<file path="src/rtl/mapping_group_seq_ctrl.sv">
// Sequencer for one mapping-group output datapath (encoder -> buffer -> shifter -> accum -> ZP add).
// Latency: an accepted start reaches LOAD after NUM_ITER iterations (4 cycles RBR, 6 PARALLEL, + 1 cycle).
// Backpressure: WAIT1/WAIT2 stall on pim_valid_i; LOAD stalls on out_ready_i; abort_i drops the operation.
//
// Ports:
//   clk_i, rst_i              clock, synchronous active-high reset
//   start_i, mode_i           start request and mode (3'b101 PARALLEL, 3'b110 RBR), sampled in IDLE
//   abort_i                   abandon the current operation
//   pim_valid_i, out_ready_i  PIM macro output valid / downstream consumer ready
//   cfg_zp_we_i, cfg_zp_data_i zero-point write request and value
//   pim_mode_o                mode latched at start, held for the whole operation
//   buf_write_en_1/2_o        capture PIM output into buffer slot 1 / slot 2
//   buf_read_en_o, proc_done_o shifter read strobe / output_processing_done
//   load_en_o, zp_en_o, zp_data_o  result load strobe, zero-point load strobe and data
//   busy_o, iter_o, done_o, err_o  status: non-IDLE, completed iterations, done pulse, error pulse
module mapping_group_seq_ctrl #(
    parameter int NUM_ITER = 8,
    parameter int ITER_W   = $clog2(NUM_ITER + 1)
) (
    input  logic              clk_i,
    input  logic              rst_i,
    input  logic              start_i,
    input  logic [2:0]        mode_i,
    input  logic              abort_i,
    input  logic              pim_valid_i,
    input  logic              out_ready_i,
    input  logic              cfg_zp_we_i,
    input  logic [31:0]       cfg_zp_data_i,
    output logic [2:0]        pim_mode_o,
    output logic              buf_write_en_1_o,
    output logic              buf_write_en_2_o,
    output logic              buf_read_en_o,
    output logic              proc_done_o,
    output logic              load_en_o,
    output logic              zp_en_o,
    output logic [31:0]       zp_data_o,
    output logic              busy_o,
    output logic [ITER_W-1:0] iter_o,
    output logic              done_o,
    output logic              err_o
);

    localparam logic [2:0] S_IDLE  = 3'd0;
    localparam logic [2:0] S_WAIT1 = 3'd1;
    localparam logic [2:0] S_WR1   = 3'd2;
    localparam logic [2:0] S_WAIT2 = 3'd3;
    localparam logic [2:0] S_WR2   = 3'd4;
    localparam logic [2:0] S_READ  = 3'd5;
    localparam logic [2:0] S_PROC  = 3'd6;
    localparam logic [2:0] S_LOAD  = 3'd7;

    localparam logic [2:0] MODE_PAR = 3'b101;
    localparam logic [2:0] MODE_RBR = 3'b110;

    // iter_q holds completed iterations, so PROC with this value is the final one.
    localparam logic [ITER_W-1:0] ITER_LAST = ITER_W'(NUM_ITER - 1);

    logic [2:0]        state_q;
    logic [2:0]        state_d;
    logic [ITER_W-1:0] iter_q;
    logic [2:0]        mode_q;
    logic              done_q;
    logic              err_q;

    logic is_idle;
    logic mode_ok;
    logic start_acc;
    logic abort_act;
    logic live;
    logic zp_drop;
    logic err_d;
    logic load_fire;

    assign is_idle   = (state_q == S_IDLE);
    assign mode_ok   = (mode_i == MODE_PAR) || (mode_i == MODE_RBR);
    assign start_acc = is_idle && start_i && mode_ok;
    assign abort_act = abort_i && !is_idle;

    // Strobes are suppressed in a reset cycle and in an abort cycle.
    assign live = !rst_i && !abort_act;

    // A ZP write is only honoured in a quiet IDLE cycle; a concurrent start wins.
    assign zp_drop   = cfg_zp_we_i && (!is_idle || start_i);
    assign err_d     = (is_idle && start_i && !mode_ok) || zp_drop;
    assign load_fire = (state_q == S_LOAD) && out_ready_i && !abort_act;

    always_comb begin
        state_d = state_q;
        case (state_q)
            S_IDLE:  if (start_acc) state_d = S_WAIT1;
            S_WAIT1: if (pim_valid_i) state_d = S_WR1;
            S_WR1:   state_d = (mode_q == MODE_PAR) ? S_WAIT2 : S_READ;
            S_WAIT2: if (pim_valid_i) state_d = S_WR2;
            S_WR2:   state_d = S_READ;
            S_READ:  state_d = S_PROC;
            S_PROC:  state_d = (iter_q == ITER_LAST) ? S_LOAD : S_WAIT1;
            S_LOAD:  if (out_ready_i) state_d = S_IDLE;
            default: state_d = S_IDLE;
        endcase
        if (abort_act) begin
            state_d = S_IDLE;
        end
    end

    always_ff @(posedge clk_i) begin
        if (rst_i) begin
            state_q <= S_IDLE;
            iter_q  <= '0;
            mode_q  <= 3'b000;
            done_q  <= 1'b0;
            err_q   <= 1'b0;
        end else begin
            state_q <= state_d;
            done_q  <= load_fire;
            err_q   <= err_d;
            if (start_acc) begin
                mode_q <= mode_i;
                iter_q <= '0;
            end else if (abort_act) begin
                iter_q <= '0;
            end else if (state_q == S_PROC) begin
                iter_q <= iter_q + 1'b1;
            end
        end
    end

    assign buf_write_en_1_o = live && (state_q == S_WR1);
    assign buf_write_en_2_o = live && (state_q == S_WR2);
    assign buf_read_en_o    = live && (state_q == S_READ);
    assign proc_done_o      = live && (state_q == S_PROC);
    assign load_en_o        = live && (state_q == S_LOAD) && out_ready_i;
    assign zp_en_o          = !rst_i && cfg_zp_we_i && is_idle && !start_i;
    assign zp_data_o        = cfg_zp_data_i;

    assign pim_mode_o = mode_q;
    assign busy_o     = !is_idle;
    assign iter_o     = iter_q;
    assign done_o     = done_q;
    assign err_o      = err_q;

endmodule

</file>
<file path="config.mk">
export PLATFORM = sky130hd
export DESIGN_NAME = mapping_group_seq_ctrl
export DESIGN_NICKNAME = d
export VERILOG_FILES = /design/src/rtl/mapping_group_seq_ctrl.sv
export SDC_FILE = /design/constraint.sdc
export NUM_CORES = 1
export LEC_CHECK = 0
export BUFFER_PORTS_ARGS = -buffer_cell sky130_fd_sc_hd__clkbuf_2
export CORE_ASPECT_RATIO = 1.75
export CORE_MARGIN = 2
export CORE_UTILIZATION = 39
export CTS_CLUSTER_SIZE = 25
export DETAILED_ROUTE_END_ITERATION = 8
export MAX_ROUTING_LAYER = met4
export PLACE_DENSITY = 0.8
export SLEW_MARGIN = 10
export SYNTH_ARGS = -nofsm -noshare
export SYNTH_HDL_FRONTEND = slang
export SYNTH_SLANG_ARGS = --single-unit
</file>
<file path="constraint.sdc">
create_clock -name clk_i -period 3.2 [get_ports clk_i]
set_clock_uncertainty 0.05 [all_clocks]
set_input_delay 0.64 -clock clk_i [delete_from_list [all_inputs] [get_ports clk_i]]
set_output_delay 0.64 -clock clk_i [all_outputs]
set_load 0.005 [all_outputs]
</file>
Word level (Yosys, flattened, before mapping) --
Index checks and enable logic that the tools add are counted.
Storage, ports and cells: input port bits 42, output and inout bits 48, word-level logic and storage cells 57, flip-flop bits (word level) 12
Operators by class: eq/ne operators 15, multiplexer cells 7, reduce and logical (&&, ||, !) cells 29, $add $sub $neg 1
Operators with widths (number):
- one-hot mux 3 bit (8 select lines) | 1
- equality test 3 bit (second input constant) | 7
- 2-to-1 mux 3 bit | 6
- logical AND 1 bit | 17
- equality test 3 x 2 -> 1 bit (second input constant) | 2
- != test 2 bit (second input constant) | 3
- logical NOT 1 bit | 5
- adder 4 x 1 -> 4 bit (second input constant) | 1
- equality test 4 x 3 -> 1 bit (second input constant) | 1
- AND reduction 4 bit | 1
- equality test 3 x 1 -> 1 bit (second input constant) | 1
- logical NOT 3 bit | 1
- logical OR 1 bit | 3
- OR reduction 3 bit | 1
- != test 2 x 1 -> 1 bit (second input constant) | 1
- OR reduction 2 bit | 1

Longest topological paths before layout --
Gate-level depths: netlist of run 1.
depth after elaboration 7, gate-level depth with buffers 5, gate-level depth less buffers 5

Worst setup path before layout of run 1 --
OpenSTA, ideal clock, no wires.
path kind input to output, from input port rst_i, to output port buf_read_en_o, data arrival time 1.279 ns, required time 2.510 ns, setup slack 1.231 ns, stages on the path 3, path buffers 1, path through clkbuf_1 > a21o_4 > nor4b_4
Between the ends: word-level cells in the longest chain between the ends 3
Ends and longest elaborated chain:
- from (decl) | RTL line 21 | input logic rst_i,
- logical NOT 1 bit | RTL line 80 | assign live = !rst_i && !abort_act;
- logical AND 1 bit | RTL line 80
- logical AND 1 bit | RTL line 129 | assign buf_read_en_o = live && (state_q == S_READ);
- to (decl) | RTL line 32 | output logic buf_read_en_o,
No other way between the ends.

Worst setup path in the final report of run 1 --
from register state_q[1], to output port buf_write_en_2_o
Between the ends: word-level cells in the longest chain between the ends 6, elaborated cells between the ends (all ways) 7, classes of those cells eq/ne: 1; reduce/logical: 6
Ends and longest elaborated chain:
- from (decl) | RTL line 58 | logic [2:0] state_q;
- from (signal assigned) | RTL line 113 | state_q <= state_d;
- logical NOT 3 bit | RTL line 74 | assign is_idle = (state_q == S_IDLE);
- logical NOT 1 bit | RTL line 77 | assign abort_act = abort_i && !is_idle;
- logical AND 1 bit | RTL line 77
- logical NOT 1 bit | RTL line 80
- logical AND 1 bit | RTL line 80
- logical AND 1 bit (*) | RTL line 128 | assign buf_write_en_2_o = live && (state_q == S_WR2);
- to (decl) | RTL line 31 | output logic buf_write_en_2_o,
Mark *: on every way between the ends. The rest lies on a longest branch, timed or not.

==> key figures, run 1 <==
Status
  • Status: completed

Clocking
  • Root buffer cell: clkbuf_8
  • Resize count post-CTS: 0
  • CTS Buf Count: 3
  • Clk slew on worst S/H paths: about 0.050 ns
  • CTS tree: built
  • # hold bufs at CTS: 0
  • Total clock sinks: 12
  • Setup Buffers After CTS: 0
  • CTS H-tree lvls: 1
  • Worst-Skew Late Latency: 0.24 ns
  • CTS Buffer Depth: 2

Timing
  • RSZ-0062 raised after global routing: no
  • Worst slew pin tran: 0.497 ns
  • Relative slew margins: 66.8%
  • Crit path time final: ~2.5 ns
  • Max Slew Vio Count: 0
  • Fmax: around 0.4 GHz
  • Final TNS setup: 0 ns
  • Final setup fails: 0
  • Crit share post-route: between 70% and 80%
  • Final hold viol count: 0

Synthesis
  • Post-synth top area cell: dfxtp_1
  • Post-synth top cells: buf_4 (32), dfxtp_1 (12), nor2_1 (8), nor3_1 (6), nand2_1 (5)
  • Ys async rst share: 0%
  • Synth unique cells: 35
  • Syn Nets: 152
  • Post-synthesis sequential area ratio: approximately 25%
  • Area contributors post-synth: dfxtp_1 (25%), buf_4 (25%), nor4b_4 (4.9%), nor3_1 (3.1%), nor2_1 (3.1%)
  • Post-synth EDFFs: 0
  • Main flop type after synthesis: dfxtp_1
  • Most common cell in the netlist: buf_4
  • Synthesized cell area: 966 um2
  • Synth Register Bits: 12
  • Syn avg cell area: 8.86 um2
  • Top-area cell type share of the netlist area: roughly a quarter
  • Synthesized instance count: 109
  • Ys Warns: 0

Worst setup path
  • CP Data Arrival Time: 1.76 ns
  • Cells on worst reg2reg path: 5
  • Worst-path fanout max: 11
  • Worst r2r dst: state_q[2]$_SDFFE_PP0P_
  • CP Capture Type: output pin
  • FF-to-FF setup slack: roughly 1.7 ns
  • Crit path launch type: flip-flop
  • Setup crit end: buf_write_en_2_o
  • Crit path from: state_q[1]$_SDFFE_PP0P_
  • FF-to-FF Start: state_q[1]$_SDFFE_PP0P_
  • Data required time at the worst endpoint: approximately 2.5 ns
  • Kind of critical path: flip-flop to output pin

GRT
  • First-pass GRT wire length: 3.09 mm
  • Global route total overflow: 0
  • Largest net degree at the start of global routing: 14
  • Antenna violations before repair: 0
  • Vias in the first global route: 689
  • Total GRT Usage: 14.4%

Job
  • Max Cap Viol: 0

Final layout
  • Fill cells: 246
  • # diodes: 0
  • Layout cells sized above 1: 38.6%
  • Util after Layout: 37.8%
  • P&R area growth vs syn: -8.81%
  • Layout Nets: ~150
  • Design Area, Final: 881 um2

Pwr
  • Flop pwr share: 46.8%
  • Power share of the clock group: 40.6%
  • Sw Ratio: between 20% and 30%
  • Cell Int Power: 0.254 mW
  • Pwr Density: 385 mW/mm2
  • VDD IR max: 0.178 mV
  • Leak Pwr: 0.355 nW
  • P_sw: 0.0852 mW
  • Gate power share: 12.6%

Floorplan
  • Rows: 23
  • Die span in y: 69.8 um
  • Io pins: 90
  • Die ar.: 0.00291 mm2
  • Core area: 0.00233 mm2
  • Starting Density: around 41%
  • Die width: 41.6 um

Route
  • WL/cell: between 10 and 15 um
  • Drt pass-1 iters: 4
  • DRT iter0 DRCs: 7
  • DRC violations left: 0
  • Total number of vias: 686
  • Post-route ant nets: 0
  • Final wirelength: 1.89 mm
  • DR vias/cell: 5.44

Place
  • Placed wire-length estimate: 1.48 mm
  • Final GP Congestion: 0.795
  • Placed Area: 840 um2
  • Port Buffers: 25

Worst hold path
  • Hold WC Path Type: flip-flop to flip-flop
## critical path, stage by stage, from the launching register on
cell	delay [ns]
dfxtp_1	0.45
nor3_2	0.31
inv_2	0.13
a21o_4	0.27
nor4b_4	0.20
clkbuf_2	0.15
## registers in the layout, summed over array words and instances (netlist names)
| register | cells |
|---|---|
| iter_o | 4 |
| pim_mode_o | 3 |
| done_o | 1 |
| state_q | 3 |
| err_o | 1 |
## power by group through the flow
stage / combinational [mW] / sequential [mW] / clock (mW)
after floorplan: 0.0613 / 0.159 / 0
after global placement: 0.0417 / 0.162 / 0
after detailed placement: 0.0426 / 0.162 / 0
after CTS: 0.0428 / 0.159 / 0.144
after global routing: 0.0476 / 0.160 / 0.151
final: 0.0427 / 0.159 / 0.138
## cells by family (layout without fill, tap and decap cells)
group | count (synthesis) | in the layout | share of synthesized area [%]
buf+inv | 40 | 32 | 30.8
simple gates | 34 | 34 | 24.2
compound gates | 15 | 15 | 11.9
flops | 12 | 12 | 24.9
xor+xnor | 4 | 4 | 3.63
mux | 3 | 3 | 3.24
fa+ha+maj | 1 | 1 | 1.30
## placed cells by master, fill, tap and decap left out, types with 2 or more instances in the layout
cell type	netlist	routed
nor4b_4	2	2
o22ai_1	2	2
o21ai_0	2	2
nand4_1	3	3
clkbuf_2	0	25
o21ai_1	2	2
dfxtp_1	12	12
inv_1	3	3
nand2_1	5	5
a21oi_1	4	4
clkbuf_8	2	3
nand3b_1	2	2
xor2_1	3	3
nor3_1	6	6
mux2i_1	2	2
nor2_1	8	8
## through the flow
stage / std cells / power [mW] / hold WS [ns] / setup WS, ns
finish: 126 / 0.340 / 0.422 / 0.747
global route: 126 / 0.358 / 0.461 / 0.618
CTS: 126 / 0.345 / 0.430 / 0.748
detailed placement: 123 / 0.205 / 0.419 / 1.01
global placement: 123 / 0.204 / 0.404 / 1.07
floorplan: 109 / 0.221 / 0.405 / 1.23
## area by class of cell
type                       count  area, um2  area share (%)
timing repair buffer          25        125            14.2
multi-input combinational     57        428            48.6
tap                           25       31.3            3.55
inverter                       4       15.0            1.70
clock buffer                   3       41.3            4.69
sequential                    12        240            27.3
## how the worst min path moves through the flow
| stage | from | endpoint | slack (ns) | cells after the start |
|---|---|---|---|---|
| after floorplan | pim_mode_o[2]$_SDFFE_PP0P_ | pim_mode_o[2]$_SDFFE_PP0P_ | 0.41 | 2 |
| after global placement | pim_mode_o[2]$_SDFFE_PP0P_ | pim_mode_o[2]$_SDFFE_PP0P_ | 0.40 | 2 |
| after detailed placement | pim_mode_o[2]$_SDFFE_PP0P_ | pim_mode_o[2]$_SDFFE_PP0P_ | 0.42 | 2 |
| after CTS | pim_mode_o[2]$_SDFFE_PP0P_ | pim_mode_o[2]$_SDFFE_PP0P_ | 0.43 | 2 |
| after global routing | pim_mode_o[2]$_SDFFE_PP0P_ | pim_mode_o[2]$_SDFFE_PP0P_ | 0.46 | 2 |
| final | pim_mode_o[2]$_SDFFE_PP0P_ | pim_mode_o[2]$_SDFFE_PP0P_ | 0.42 | 2 |
## layer usage
metal	GRT usage, %	vias up	part of all wire [%]
li1	-	325	-
met1	14.1	299	36
met2	22.0	47	48
met3	5.47	15	10
met4	11.5	0	5.2
met5	-	-	0
Note: power is estimated with default switching activity, not from simulation.
==> inputs of run 2 (changes only) <==
--- a/config.mk
+++ b/config.mk
@@ -5,14 +5,15 @@
 export SDC_FILE = /design/constraint.sdc
 export NUM_CORES = 1
 export LEC_CHECK = 0
+export ABC_AREA = 1
 export BUFFER_PORTS_ARGS = -buffer_cell sky130_fd_sc_hd__clkbuf_2
 export CORE_ASPECT_RATIO = 1.75
 export CORE_MARGIN = 2
-export CORE_UTILIZATION = 39
+export CORE_UTILIZATION = 32
 export CTS_CLUSTER_SIZE = 25
 export DETAILED_ROUTE_END_ITERATION = 8
 export MAX_ROUTING_LAYER = met4
-export PLACE_DENSITY = 0.8
+export PLACE_DENSITY = 0.72
 export SLEW_MARGIN = 10
 export SYNTH_ARGS = -nofsm -noshare
 export SYNTH_HDL_FRONTEND = slang
==> constraint.sdc (replaced) <==
create_clock -name clk_i -period 2 [get_ports clk_i]
set_clock_uncertainty 0.05 [all_clocks]
set_input_delay 0.4 -clock clk_i [delete_from_list [all_inputs] [get_ports clk_i]]
set_output_delay 0.4 -clock clk_i [all_outputs]
set_load 0.005 [all_outputs]
==> run 2 against run 1 <==
Against the previous run:
- hold slack got worse by 0.12 ns
- critical path depth is 3 higher
- routed wire length shrank 3.8%
- combinational power rose by 66%
- largest cell class unchanged
- final area increased by 1.8%
- via count rose by 9.3%
- non-clock buffer count increased by 1
- synthesized cell count rose by 22%
- critical path type unchanged
==> key figures, run 2 <==
Status
  • Status: completed

Place
  • Post-Place Worst Slack: 0.354 ns
  • Placed wire-length estimate: about 1.5 mm
  • Inst Count DP: 153
  • Final GP Congestion: 0.818
  • Port Buffers: 25

Floorplan
  • Die width: 44.4 um
  • Die ar.: 0.00332 mm2
  • Starting Density: 33.6%
  • Die span in y: 74.7 um
  • Rows: 25
  • Io pins: 90
  • Core area: approximately 0.0027 mm2

Timing
  • Worst Slack Setup Final: 0.146 ns
  • Final TNS setup: 0 ns
  • Fmax: ~0.54 GHz
  • Max Slew Vio Count: 0
  • Relative slew margins: 85.1%
  • Crit path time final: 1.85 ns
  • Final hold slack: 0.307 ns
  • Final hold viol count: 0
  • RSZ-0062 raised after global routing: no
  • Worst slew pin tran: 0.222 ns
  • Crit share post-route: 92.7%
  • Final setup fails: 0

Worst setup path
  • CP Data Arrival Time: 1.40 ns
  • Crit path launch type: flip-flop
  • FF-to-FF setup slack: between 0.7 and 0.8 ns
  • Worst-path fanout max: 6
  • Worst r2r dst: state_q[1]$_SDFFE_PP0P_
  • Kind of critical path: flip-flop to output pin
  • FF-to-FF Start: state_q[1]$_SDFFE_PP0P_
  • Data required time at the worst endpoint: 1.55 ns
  • CP max-delay cell: dfxtp_1
  • CP Capture Type: output pin
  • Slowest stage delay, CP: 0.36 ns
  • Crit path from: state_q[1]$_SDFFE_PP0P_
  • Cell Chain, Critical Path: inv_2, nand3_4, nand2_1, nand2_2, nor2_1, nand3_1, inv_1, clkbuf_2
  • Setup crit end: buf_write_en_2_o
  • Cells on worst reg2reg path: 6

Synthesis
  • Post-synth EDFFs: 0
  • Ys Warns: 0
  • Main flop type after synthesis: dfxtp_1
  • Synth unique cells: 21
  • Post-synth top area cell: dfxtp_1
  • Synthesized instance count: around 130
  • Area contributors post-synth: dfxtp_1 (26%), buf_4 (26%), nand2_1 (11%), nor2_1 (7.4%), inv_1 (4.1%)
  • Top-area cell type share of the netlist area: 26.3%
  • Ys async rst share: 0%
  • Syn Nets: 176
  • Syn avg cell area: 6.88 um2
  • Most common cell in the netlist: buf_4
  • Synth Register Bits: 12
  • Post-synth top cells: buf_4 (32), nand2_1 (26), nor2_1 (18), dfxtp_1 (12), inv_1 (10)
  • Synthesized cell area: about 910 um2
  • Post-synthesis sequential area ratio: 26.3%

Pwr
  • Leak Pwr: around 0.44 nW
  • Pwr Density: 665 mW/mm2
  • VDD IR max: 0.305 mV

Clocking
  • Root buffer cell: clkbuf_8
  • Worst-Skew Late Latency: approximately 0.25 ns
  • CTS tree: built
  • Total clock sinks: 12
  • CTS Buf Count: 3
  • Clk slew on worst S/H paths: around 0.050 ns
  • CTS H-tree lvls: 1
  • CTS Buffer Depth: 2

GRT
  • Total GRT Usage: 12.0%
  • Largest net degree at the start of global routing: 8
  • Global route total overflow: 0
  • Antenna violations before repair: 0
  • Vias in the first global route: ~650
  • First-pass GRT wire length: 2.70 mm

Final layout
  • Layout Cells excl Fill: 158
  • Layout Nets: 175
  • Commonest non-fill, non-tap cell in the layout: nand2_1
  • Max FFs per register: 4
  • P&R area growth vs syn: -1.92%
  • Most frequent cells in the layout: nand2_1 (26), clkbuf_2 (25), nor2_1 (18)
  • # diodes: 0
  • Layout cells sized above 1: about 34%

Route
  • Post-route ant nets: 0
  • Drt pass-1 iters: 3
  • DRT iter0 DRCs: 17
  • Final wirelength: approximately 1.8 mm
  • DR vias/cell: 4.75
  • WL/cell: 11.5 um
  • DRC violations left: 0
  • Total number of vias: 750

Worst hold path
  • Hold WC Path Type: input pin to flip-flop

Job
  • Max Cap Viol: 0
## run 2: worst min-delay path by stage
| stage | to | from | cells after the start | slack [ns] |
|---|---|---|---|---|
| 2_1_floorplan | pim_mode_o[1]$_SDFFE_PP0P_ | rst_i | 1 | 0.42 |
| 3_5_place_dp | pim_mode_o[1]$_SDFFE_PP0P_ | pim_mode_o[1]$_SDFFE_PP0P_ | 2 | 0.44 |
| 6_report | pim_mode_o[1]$_SDFFE_PP0P_ | rst_i | 2 | 0.31 |
| 3_3_place_gp | pim_mode_o[1]$_SDFFE_PP0P_ | pim_mode_o[1]$_SDFFE_PP0P_ | 2 | 0.44 |
| 5_1_grt | pim_mode_o[2]$_SDFFE_PP0P_ | rst_i | 2 | 0.32 |
| 4_1_cts | pim_mode_o[1]$_SDFFE_PP0P_ | rst_i | 2 | 0.31 |
## run 2: cells by family after synthesis
kind of cell               Yosys count  synth area share [%]
AOI/OAI and AO/OA                   12                  7.25
xor gates and xnor gates             1                 0.958
adders and majority gates            1                  1.37
buffers and inverters               46                  32.3
DFF                                 12                  26.3
and+or+nand+nor                     61                  31.9
## run 2: metrics by stage
stage / cell area, um2 / util (%) / total power [mW]
CTS: 888 / 32.6 / 0.600
detailed placement: 833 / 30.6 / 0.329
global route: 897 / 33.0 / 0.621
global placement: 833 / 30.6 / 0.329
floorplan: 915 / - / 0.352
finish: 897 / 33.0 / 0.597
## run 2: what timing repair did
| action | 4_1_cts | 5_1_grt |
|---|---|---|
| hold buffers | 0 | 0 |
| resized for setup | 0 | 3 |
| setup buffers | 0 | 1 |
| endpoints found under the hold margin | 0 | 0 |
| setup endpoints to repair | 0 | 2 |
## run 2: area by class of cell
class | count | area (um2)
Fill cell | 317 | 1820
Multi-Input combinational cell | 75 | 379
Sequential cell | 12 | 241
Timing Repair Buffer | 26 | 133
Clock buffer | 4 | 55.1
Inverter | 14 | 55.1
Tap cell | 27 | 33.8
## run 2: report_power, final
group / leakage, nW / internal (mW) / switching, mW / total (mW)
Clock: 0.0288 / 0.174 / 0.0968 / 0.271
Combinational: 0.313 / 0.0296 / 0.0414 / 0.0710
Sequential: 0.0978 / 0.247 / 0.00777 / 0.255
## run 2: per-layer routing
layer	vias up	wire, um	track usage [%]
li1	382	-	-
met1	320	547	9.26
met2	27	961	19.9
met3	21	167	2.64
met4	0	140	15.2
met5	-	0	-
## run 2: critical path: cells and delay by family, from the launching register on
kind	cells	cell delay [ns]
buf+inv	3	0.28
simple gates	5	0.52
flops	1	0.36
==> inputs of run 3 (changes only) <==
--- a/config.mk
+++ b/config.mk
@@ -5,11 +5,10 @@
 export SDC_FILE = /design/constraint.sdc
 export NUM_CORES = 1
 export LEC_CHECK = 0
-export ABC_AREA = 1
 export BUFFER_PORTS_ARGS = -buffer_cell sky130_fd_sc_hd__clkbuf_2
 export CORE_ASPECT_RATIO = 1.75
 export CORE_MARGIN = 2
-export CORE_UTILIZATION = 32
+export CORE_UTILIZATION = 33
 export CTS_CLUSTER_SIZE = 25
 export DETAILED_ROUTE_END_ITERATION = 8
 export MAX_ROUTING_LAYER = met4
==> run 3 against run 2 <==
Against the previous run:
- global-route usage up 1.7 points
- core utilization up 0.86 points
- final area up 7.9%
- worst setup slack worse by 0.14 ns
- fmax is 7.1% lower
- die area is 2.2% higher
- critical path depth decreased by 3
- non-clock buffer count grew 7
- sequential cell count stayed put
- largest cell class unchanged
- largest power group unchanged
- highest routed layer unchanged
==> key figures, run 3 (synthesis gave the netlist of run 1 again) <==
Timing
  • Relative slew margins: 82.4%
  • Final hold slack: around 0.33 ns
  • Max Slew Vio Count: 0
  • Crit path time final: 1.99 ns
  • Worst slew pin tran: 0.260 ns
  • Worst Slack Setup Final: 0.00540 ns
  • Fmax: 0.501 GHz
  • Final hold viol count: 0
  • Crit share post-route: 99.7%
  • Final setup fails: 0

Floorplan
  • Io pins: 90
  • Die span in y: 75.6 um
  • Rows: 26
  • Die ar.: 0.00339 mm2
  • Starting Density: 33.7%
  • Die width: approximately 45 um
  • Core area: between 0.002 and 0.003 mm2

Worst setup path
  • Slowest stage delay, CP: 0.32 ns
  • Kind of critical path: flip-flop to output pin
  • Family with the most delay on the worst path: simple AND/OR/NAND/NOR gates
  • CP max-delay cell: dfxtp_1
  • Data required time at the worst endpoint: ~1.6 ns
  • Crit path launch type: flip-flop
  • Cell Chain, Critical Path: nor3_2, inv_2, a21o_4, nor4b_4, clkbuf_2
  • FF-to-FF setup slack: 0.52 ns
  • CP Capture Type: output pin
  • CP Data Arrival Time: 1.54 ns
  • Worst path bufs/invs: 2
  • Worst-path fanout max: 6

Final layout
  • # diodes: 0
  • Most frequent cells in the layout: clkbuf_2 (25), dfxtp_1 (12), nor2_1 (8), buf_4 (8), nand2_1 (5)
  • Layout Nets: 154
  • Max FFs per register: 4
  • Commonest non-fill, non-tap cell in the layout: clkbuf_2
  • Layout cells sized above 1: a little under half
  • P&R area growth vs syn: 0.259%
  • Design Area, Final: 968 um2

Pwr
  • Pwr Density: 628 mW/mm2
  • VDD IR max: 0.293 mV
  • Total power draw: 0.608 mW
  • Leak Pwr: ~0.41 nW

GRT
  • First-pass GRT wire length: 3.25 mm
  • Met3 Resource Use GR: about 3.8%
  • Total GRT Usage: 13.7%
  • Grt met1 use: 12.5%
  • Vias in the first global route: approximately 740
  • Largest net degree at the start of global routing: 13
  • Met2 Use GR: 21.6%
  • GR peak layer: met2
  • Antenna violations before repair: 0
  • Global route total overflow: 0

Clocking
  • CTS Buf Count: 3
  • Total clock sinks: 12
  • CTS H-tree lvls: 1
  • Clk slew on worst S/H paths: 0.05 ns
  • Worst-Skew Late Latency: around 0.25 ns
  • Root buffer cell: clkbuf_8
  • CTS Buffer Depth: 2
  • CTS tree: built

Place
  • Post-Place Worst Slack: 0.252 ns
  • Placed wire-length estimate: 1.60 mm
  • Port Buffers: 25
  • Placed Area: 866 um2
  • Final GP Congestion: 0.895

Job
  • Max Cap Viol: 0

Route
  • DR vias/cell: 5.51
  • Total number of vias: 760
  • Post-route ant nets: 0
  • WL/cell: 15.6 um
  • Drt pass-1 iters: 4
  • DRT iter0 DRCs: 29
  • Final wirelength: 2.15 mm
  • DRC violations left: 0

Status
  • Status: completed

Worst hold path
  • Hold WC Path Type: input pin to flip-flop
-- run 3: final cells by class --
| class | count | area, um2 |
|---|---|---|
| fill | 310 | 1890 |
| inverter | 4 | 15.0 |
| clock buffer | 4 | 55.1 |
| timing repair buffer | 33 | 185 |
| tap | 28 | 35.0 |
| multi-input combinational | 57 | 438 |
| sequential | 12 | 240 |
-- run 3: worst paths after layout --
check / from / endpoint / depth (start not counted)
max: state_q[1]$_SDFFE_PP0P_ / buf_write_en_2_o / 5
min: mode_i[1] / pim_mode_o[0]$_SDFFE_PP0P_ / 2
max reg2reg: state_q[1]$_SDFFE_PP0P_ / iter_o[2]$_SDFFE_PP0P_ / 6
min reg2reg: pim_mode_o[2]$_SDFFE_PP0P_ / pim_mode_o[2]$_SDFFE_PP0P_ / 2
-- run 3: repair_timing --
action                     4_1_cts  5_1_grt
hold buffers                     0        0
setup endpoints to repair        3        5
pin swaps                        1        2
resized for setup                0        2
buffers inserted                 1        4
-- run 3: report_power, final --
group / internal, mW / switching [mW]
sequential: 0.246 / 0.00393
clock: 0.174 / 0.0956
combinational: 0.0391 / 0.0498
-- run 3: routing by layer --
layer / up-vias / share of wire, %
met1: 342 / 30
met2: 49 / 52
met5: - / 0
met4: 0 / 7.3
li1: 345 / -
met3: 24 / 10
-- run 3: through the flow --
stage / TNS (ns) / util, % / instances
global placement: 0 / 30.2 / 129
global route: -0.163 / 33.8 / 138
finish: 0 / 33.8 / 138
detailed placement: 0 / 30.2 / 129
CTS: 0 / 32.4 / 134
floorplan: 0 / - / 109
